## src/rtl/multicycle_controller.sv

```systemverilog
// Multi-cycle MIPS sequencer: FETCH/DECODE/EXEC/MEM/WB over one shared memory port,
// driving datapath enables and selects one state at a time and counting retired instructions.
module multicycle_controller #(
  parameter int CNT_W = 32
) (
  input  logic             clk,
  input  logic             rst_n,
  input  logic [5:0]       dec_inst,
  input  logic             zero,
  input  logic             overflow,
  input  logic             mem_ready,
  output logic             mem_req,
  output logic             mem_sel,
  output logic             mem_write_en,
  output logic             pc_write_en,
  output logic             ir_write_en,
  output logic             reg_write_en,
  output logic [1:0]       alu_sel,
  output logic             alu_src_ctl,
  output logic [1:0]       ext_ctl,
  output logic [1:0]       npc_sel,
  output logic [1:0]       gpr_write_addr_sel,
  output logic [1:0]       gpr_write_data_sel,
  output logic             halt_sig,
  output logic             bad_inst,
  output logic [2:0]       state,
  output logic [CNT_W-1:0] inst_count
);

  // Encodings mirror defines.v; every default select is encoded as zero.
  localparam logic [5:0] INST_ADDU  = 6'd1,  INST_SUBU = 6'd2,  INST_SLT  = 6'd3;
  localparam logic [5:0] INST_ORI   = 6'd4,  INST_LUI  = 6'd5,  INST_ADDI = 6'd6;
  localparam logic [5:0] INST_ADDIU = 6'd7,  INST_LW   = 6'd8,  INST_SW   = 6'd9;
  localparam logic [5:0] INST_BEQ   = 6'd10, INST_J    = 6'd11, INST_JR   = 6'd12;
  localparam logic [5:0] INST_JAL   = 6'd13, INST_HLT  = 6'd14;

  localparam logic [1:0] ALU_SEL_ADD = 2'd0, ALU_SEL_SUB = 2'd1, ALU_SEL_OR = 2'd2, ALU_SEL_SLT = 2'd3;
  localparam logic       ALU_SRC_EXT = 1'b0, ALU_SRC_GPR = 1'b1;
  localparam logic [1:0] EXT_SEL_SIGN = 2'd0, EXT_SEL_ZERO = 2'd1, EXT_SEL_LUI = 2'd2;
  localparam logic [1:0] IFU_SEL_NORM = 2'd0, IFU_SEL_RELATIVE = 2'd1;
  localparam logic [1:0] IFU_SEL_IRRELATIVE = 2'd2, IFU_SEL_REGISTER = 2'd3;
  localparam logic [1:0] GPR_WRITE_ADDR_RT = 2'd0, GPR_WRITE_ADDR_RD = 2'd1, GPR_WRITE_ADDR_RA = 2'd2;
  localparam logic [1:0] GPR_WRITE_DATA_ALU = 2'd0, GPR_WRITE_DATA_MEM = 2'd1, GPR_WRITE_DATA_PC = 2'd2;

  typedef enum logic [2:0] {
    IDLE   = 3'd0,
    FETCH  = 3'd1,
    DECODE = 3'd2,
    EXEC   = 3'd3,
    MEM    = 3'd4,
    WB     = 3'd5,
    HALT   = 3'd6
  } state_t;

  state_t           cur_state, nxt_state;
  logic             ovf_q;
  logic             retire;
  logic [CNT_W-1:0] count_q;

  assign state      = cur_state;
  assign inst_count = count_q;

  // ADDI's overflow is only valid in EXEC, so it is held for the WB write decision.
  always_ff @(posedge clk or negedge rst_n) begin
    if (!rst_n) begin
      cur_state <= IDLE;
      ovf_q     <= 1'b0;
      count_q   <= '0;
    end else begin
      cur_state <= nxt_state;
      if (cur_state == EXEC) ovf_q <= overflow;
      if (retire) count_q <= count_q + CNT_W'(1);
    end
  end

  always_comb begin
    nxt_state          = cur_state;
    retire             = 1'b0;
    mem_req            = 1'b0;
    mem_sel            = 1'b0;
    mem_write_en       = 1'b0;
    pc_write_en        = 1'b0;
    ir_write_en        = 1'b0;
    reg_write_en       = 1'b0;
    alu_sel            = ALU_SEL_ADD;
    alu_src_ctl        = ALU_SRC_EXT;
    ext_ctl            = EXT_SEL_SIGN;
    npc_sel            = IFU_SEL_NORM;
    gpr_write_addr_sel = GPR_WRITE_ADDR_RT;
    gpr_write_data_sel = GPR_WRITE_DATA_ALU;
    halt_sig           = 1'b0;
    bad_inst           = 1'b0;

    case (cur_state)
      IDLE: nxt_state = FETCH;

      FETCH: begin
        mem_req = 1'b1;
        if (mem_ready) begin
          ir_write_en = 1'b1;
          pc_write_en = 1'b1;
          nxt_state   = DECODE;
        end
      end

      DECODE: begin
        case (dec_inst)
          INST_HLT: nxt_state = HALT;
          INST_ADDU, INST_SUBU, INST_SLT, INST_ORI, INST_LUI, INST_ADDI, INST_ADDIU,
          INST_LW, INST_SW, INST_BEQ, INST_J, INST_JR, INST_JAL: nxt_state = EXEC;
          default: begin
            bad_inst  = 1'b1;
            nxt_state = FETCH;
          end
        endcase
      end

      EXEC: begin
        nxt_state = WB;
        case (dec_inst)
          INST_ADDU: alu_src_ctl = ALU_SRC_GPR;
          INST_SUBU: begin
            alu_sel     = ALU_SEL_SUB;
            alu_src_ctl = ALU_SRC_GPR;
          end
          INST_SLT: begin
            alu_sel     = ALU_SEL_SLT;
            alu_src_ctl = ALU_SRC_GPR;
          end
          INST_ORI: begin
            alu_sel = ALU_SEL_OR;
            ext_ctl = EXT_SEL_ZERO;
          end
          INST_LUI:               ext_ctl   = EXT_SEL_LUI;
          INST_ADDI, INST_ADDIU:  nxt_state = WB;
          INST_LW, INST_SW:       nxt_state = MEM;
          INST_BEQ: begin
            alu_sel     = ALU_SEL_SUB;
            alu_src_ctl = ALU_SRC_GPR;
            if (zero) begin
              pc_write_en = 1'b1;
              npc_sel     = IFU_SEL_RELATIVE;
            end
            retire    = 1'b1;
            nxt_state = FETCH;
          end
          INST_J, INST_JR: begin
            pc_write_en = 1'b1;
            npc_sel     = (dec_inst == INST_J) ? IFU_SEL_IRRELATIVE : IFU_SEL_REGISTER;
            retire      = 1'b1;
            nxt_state   = FETCH;
          end
          // The PC already holds PC+4 here, so it is the link value.
          INST_JAL: begin
            pc_write_en        = 1'b1;
            npc_sel            = IFU_SEL_IRRELATIVE;
            reg_write_en       = 1'b1;
            gpr_write_addr_sel = GPR_WRITE_ADDR_RA;
            gpr_write_data_sel = GPR_WRITE_DATA_PC;
            retire             = 1'b1;
            nxt_state          = FETCH;
          end
          default: nxt_state = FETCH;
        endcase
      end

      MEM: begin
        mem_req      = 1'b1;
        mem_sel      = 1'b1;
        mem_write_en = (dec_inst == INST_SW);
        if (mem_ready) begin
          if (dec_inst == INST_SW) begin
            retire    = 1'b1;
            nxt_state = FETCH;
          end else begin
            nxt_state = WB;
          end
        end
      end

      WB: begin
        reg_write_en = (dec_inst == INST_ADDI) ? ~ovf_q : 1'b1;
        if (dec_inst == INST_ADDU || dec_inst == INST_SUBU || dec_inst == INST_SLT)
          gpr_write_addr_sel = GPR_WRITE_ADDR_RD;
        if (dec_inst == INST_LW)
          gpr_write_data_sel = GPR_WRITE_DATA_MEM;
        retire    = 1'b1;
        nxt_state = FETCH;
      end

      HALT: halt_sig = 1'b1;

      default: nxt_state = IDLE;
    endcase
  end

endmodule
```

## config.mk

```make
export PLATFORM = sky130hd
export DESIGN_NAME = multicycle_controller
export DESIGN_NICKNAME = d
export VERILOG_FILES = /design/src/rtl/multicycle_controller.sv
export SDC_FILE = /design/constraint.sdc
export NUM_CORES = 1
export LEC_CHECK = 0
export BUFFER_PORTS_ARGS = -buffer_cell sky130_fd_sc_hd__buf_2
export CAP_MARGIN = 40
export CORE_AREA = 2 2 77 79
export CTS_CLUSTER_DIAMETER = 80
export DETAILED_ROUTE_END_ITERATION = 10
export DIE_AREA = 0 0 79 81
export PLACE_DENSITY = 0.7
export SYNTH_ARGS = -nofsm -noshare
export SYNTH_HDL_FRONTEND = slang
export SYNTH_SLANG_ARGS = --single-unit
```

## constraint.sdc

```tcl
create_clock -name clk -period 1.95 [get_ports clk]
set_clock_uncertainty 0.05 [all_clocks]
set_input_delay 0.0975 -clock clk [delete_from_list [all_inputs] [get_ports clk]]
set_output_delay 0.0975 -clock clk [all_outputs]
set_load 0.02 [all_outputs]
```

Yosys cells after proc, flatten, opt, wreduce, memory -nomap -nowiden

Cells that the tools add are included.
Widths: inputs -> output; s select.

Reductions and logical operators: 15
Eq/ne operators: 22
$add $sub $neg: 1
Multiplexer cells: 39
Bitwise logic cells: 2
Shift-type cells: 0
Div/mod/pow operators: 0
Magnitude comparators: 0
Multiply operators: 0

Operators by type and width:

| kind                  | count |
|---|---|
| $eq 6x4->1 const B    | 7 |
| $add 32x1->32 const B | 1 |
| $eq 6x3->1 const B    | 4 |
| $mux 1                | 20 |
| $pmux 3 s6            | 1 |
| $reduce_or 14->1      | 1 |
| $reduce_or 13->1      | 1 |
| $eq 6x2->1 const B    | 2 |
| $pmux 2 s2            | 3 |
| $pmux 2 s3            | 2 |
| $pmux 3 s2            | 2 |
| $reduce_or 2->1       | 5 |
| $eq 3x3->1 const B    | 3 |
| $mux 3                | 3 |
| $mux 2                | 4 |
| $reduce_or 4->1       | 2 |
| $reduce_or 7->1       | 1 |
| $eq 3x2->1 const B    | 2 |
| $eq 6x1->1 const B    | 1 |
| $pmux 1 s2            | 3 |
| $ne 2x2->1 const B    | 2 |
| $eq 3x1->1 const B    | 1 |
| $logic_not 3->1       | 1 |
| $pmux 1 s3            | 1 |
| 4 further kinds       | 6 |

Output and inout port bits: 54
Flip-flop bits (word level): 36
Input port bits: 11
Memories: 0
RAM bits: 0
Logic and storage cells: 82
Latch bits: 0
ROM bits: 0

Depth between registers and ports, before layout

Depth after elaboration: 5
Depth in mapped cells: 8
Gate-level depth less buffers: 5

Worst setup path after synthesis

No wires, ideal clock.

Path kind: register -> output
From: register cur_state[1], in the netlist state[1]
To: output port gpr_write_data_sel[0]
Required time: 1.803 ns
Data arrival time: 1.982 ns
Cell stages (with the launch flop): 5
Path buffers: 1
Setup slack: -0.179 ns
Path through: dfrtp_1 clkbuf_8 or2b_2 or2_2 nor4b_1

Cells in the longest elaborated chain, start to end: 2
Elaborated cells between the ends (all ways): 3
Classes of those cells: eq/ne (2); mux (1)

Ends and longest elaborated chain:

| item                                     | line | text |
|---|---|---|
| start: declaration                       | 55   | `state_t cur_state, nxt_state;` |
| start signal: assignment                 | 70   | `cur_state <= nxt_state;` |
| $eq 3x3->1 or $eq 3x2->1 (tied branches) | 94   | `case (cur_state)` |
| $pmux 2 s2 *                             | 94   |  |
| end: declaration                         | 23   | `output logic [1:0] gpr_write_data_sel,` |

Mark *: on every way between the ends. The rest lies on a longest branch, timed or not.

Final worst setup path

From: register cur_state[2], in the netlist state[2]
To: register count_q[30], in the netlist inst_count[30]

Cells in the longest elaborated chain, start to end: 2
Elaborated cells between the ends (all ways): 4
Classes of those cells: eq/ne (3); mux (1)

Ends and longest elaborated chain:

| item                                     | line | text |
|---|---|---|
| $eq 3x3->1 or $eq 3x2->1 (tied branches) | 94   |  |
| $pmux 1 s3 *                             | 94   |  |
| end signal: assignment                   | 72   | `if (retire) count_q <= count_q + CNT_W'(1);` |
| end: declaration                         | 58   | `logic [CNT_W-1:0] count_q;` |

Marks and branches as above.
A chain may end at the register's enable or synchronous reset.

==> reports/qor.yml <==
finalHoldViolCount: 0
timing.final.crit_share_pct: 103.3
cts_sinks: 36
synth_commonest_cells: "dfrtp_1, nor2_1, nand2_1, xor2_1, xnor2_1"
vias_per_cell: 5.200
setup_viol: 4
drc: 0
wl_per_cell_um: 14.55
nNetsFinal: 326
synth_top_family_by_area: "simple AND/OR/NAND/NOR gates"
hold_depth: 4
grt_antenna_before_repair: 0
numPortBuffers: 64
clk_latency_ps: 290
seq_area_frac_synth_pct: 42.60
crit_type: "reg2reg"
cp-startpoint: "state[2]"
synth.cell_area_um2: 2115
cts.clk_slew.worst_paths_ps: 70
vias: 2028
avgSynthCellArea_um2: 9.655
synthMuxAreaShare_pct: 1.065
synth_flop_cell: "dfrtp_1"
synth_compound_area_share_pct: 5.976
htreeDepth: 2
power.density_nw_per_um2: 641.0
root_buffer: "clkbuf_8"
cts_tree: "built"
outcome: "finished with violations"
dp.cells: 376
r2r_setup_slack_ps: -60
start_util_pct: 37.26
grt_pass1_wl_um: 8694
routed_wl_um: 5673
cp_data_required_time_ps: 2110
overflow: 0
worst_pin_slew_ps: 782.5
die_w_um: 79
leakage_uw: 0.001494
rr_worst_depth: 5
yosysUniqueCellTypes: 44
grt_start_max_net_pins: 37
setup_ws_ps: -63.87
synth.area.top_cells: "dfrtp_1, xor2_1, xnor2_1, nor4_1, nor2_1"
synth-edff-count: 0
async_flop_share_pct: 100.0
num_rows: 28
fmax_ghz: 0.4966
synthAdderAreaFrac_pct: 0.5917
worst_ep_arrival_time_ps: 2170
die_y_um: 81
firstDrtPassIters: 4
r2r-start: "state[2]"
hpwlAfterDp_um: 3914
drv_cap: 0
ios: 65
period_minus_slack_ps: 2014
final_core_util_pct: 54.72
place_congestion: 0.8620
crit_fanout: 6
final_area_um2: 3105
worst_hold_slack_ps: 159.3
critPathCapture: "inst_count[30]"
yosys.area_share.simple_pct: 31.72
start_kind: "register"
slew_headroom_pct: 47.84
antenna_cells: 0
drive_gt1_share_pct: 44.76
cts_buffers: 5
dpl_cell_area_um2: 2761
synth_top_area_cell: "dfrtp_1"
ys_seq_elements: 36
syn_inst: 219
core_um2: 5675
fillers: 523
synth.most_common_cell: "dfrtp_1"
area_growth_pct: 46.86
die-area_um2: 6399
failed_checks: "negative setup slack"
grt_pass1_vias: 1851
rsz0062_at_grt: "yes"
yosys_warnings: 0
antenna_left: 0
min_path_type: "in2reg"
clockBufferDepth: 2
synth_top_area_share_pct: 42.60
timing.rr.end: "inst_count[30]"
vdd.ir_drop.worst_uv: 427.2
synthXorXnorAreaFrac_pct: 13.67
critPathCaptureType: "register"
final_cells: 390
synth_nets: 231
drv_slew: 0
drt_iter0_markers: 128
grtUsageTotal_pct: 17.39
==> through the flow <==
step	power [uW]	setup TNS (ps)	setup WS [ps]
after global routing	2104	-869.6	-115.6
final	1991	-128.0	-63.87
after detailed placement	1436	-3435	-244.8
after global placement	1427	-2796	-185.3
after floorplan	1208	-1266	-110.3
after CTS	1988	-80.03	-27.62
==> what timing repair did <==
item                                    4_1_cts  5_1_grt
pin swaps                                     3       13
hold endpoints to repair                     37        0
resized for setup                            23       18
endpoints found under the setup margin       24       26
hold buffers                                  2        0
cloned                                        1        0
buffers inserted                              2        2
==> sequential cells by signal, summed over array words and instances (netlist names) <==
| register | flops |
|---|---|
| state | 3 |
| ovf_q | 1 |
| inst_count | 32 |
==> metal layers <==
| metal | part of all wire [%] | up-vias | GRT usage, % |
|---|---|---|---|
| li1 | - | 979 | - |
| met4 | 0.97 | 0 | 4.138 |
| met3 | 4.9 | 5 | 4.889 |
| met1 | 46 | 997 | 23.50 |
| met5 | 0 | - | 0 |
| met2 | 48 | 47 | 27.88 |
==> area by class of cell <==
class,instances,area [um^2],area share (%)
Inverter,4,15.01,0.4835
Clock buffer,7,76.32,2.458
Sequential cell,36,903.4,29.09
Multi-Input combinational cell,170,1385,44.60
Clock inverter,1,5.005,0.1612
Timing Repair Buffer,97,626.9,20.19
Tap cell,75,93.84,3.022
==> worst min path at each step <==
stage                      startpoint  slack [ps]             end
after floorplan                 rst_n        -250   inst_count[0]
after global placement          rst_n         170  inst_count[22]
after detailed placement        rst_n         180  inst_count[21]
after CTS                   mem_ready         140        state[0]
after global routing      dec_inst[4]         180        state[1]
final                     dec_inst[4]         160        state[1]
==> placed cells by master, fill, tap and decap left out, drive strengths merged, types with 2 or more instances in the layout <==
cell type / netlist / final
xor2: 17 / 17
nor3: 16 / 16
nor4: 11 / 11
o21a: 2 / 2
dlygate4sd3: 0 / 2
a221oi: 2 / 2
buf: 4 / 95
nor4b: 3 / 3
clkbuf: 6 / 7
nand3: 13 / 13
mux2: 2 / 2
nand4: 9 / 9
xnor2: 16 / 16
inv: 4 / 4
a21oi: 6 / 6
nor2b: 2 / 2
or2: 4 / 4
and4: 4 / 4
nor3b: 3 / 3
and3: 8 / 8
nor2: 18 / 18
nand2: 17 / 17
dfrtp: 36 / 36
o31a: 1 / 2
==> cells by family after synthesis <==
family | after synthesis
compound gates | 18
simple gates | 115
flops | 36
xor+xnor | 33
fa+ha+maj | 1
mux | 2
buf+inv | 14
==> worst max-delay path: stages, from the launching register on <==
cell and delay, ps:
dfrtp_2 400, nand3b_1 210, or4_4 560, o31a_4 200, nor4_4 310, xor2_1 200
==> power by group <==
| part | total [uW] | internal [uW] | switching, uW | leakage [uW] |
|---|---|---|---|---|
| Sequential | 851 | 803 | 47.6 | 0.000416 |
| Clock | 515 | 251 | 264 | 0.0000422 |
| Combinational | 625 | 268 | 356 | 0.00104 |
(Power assumes the default switching activity.)
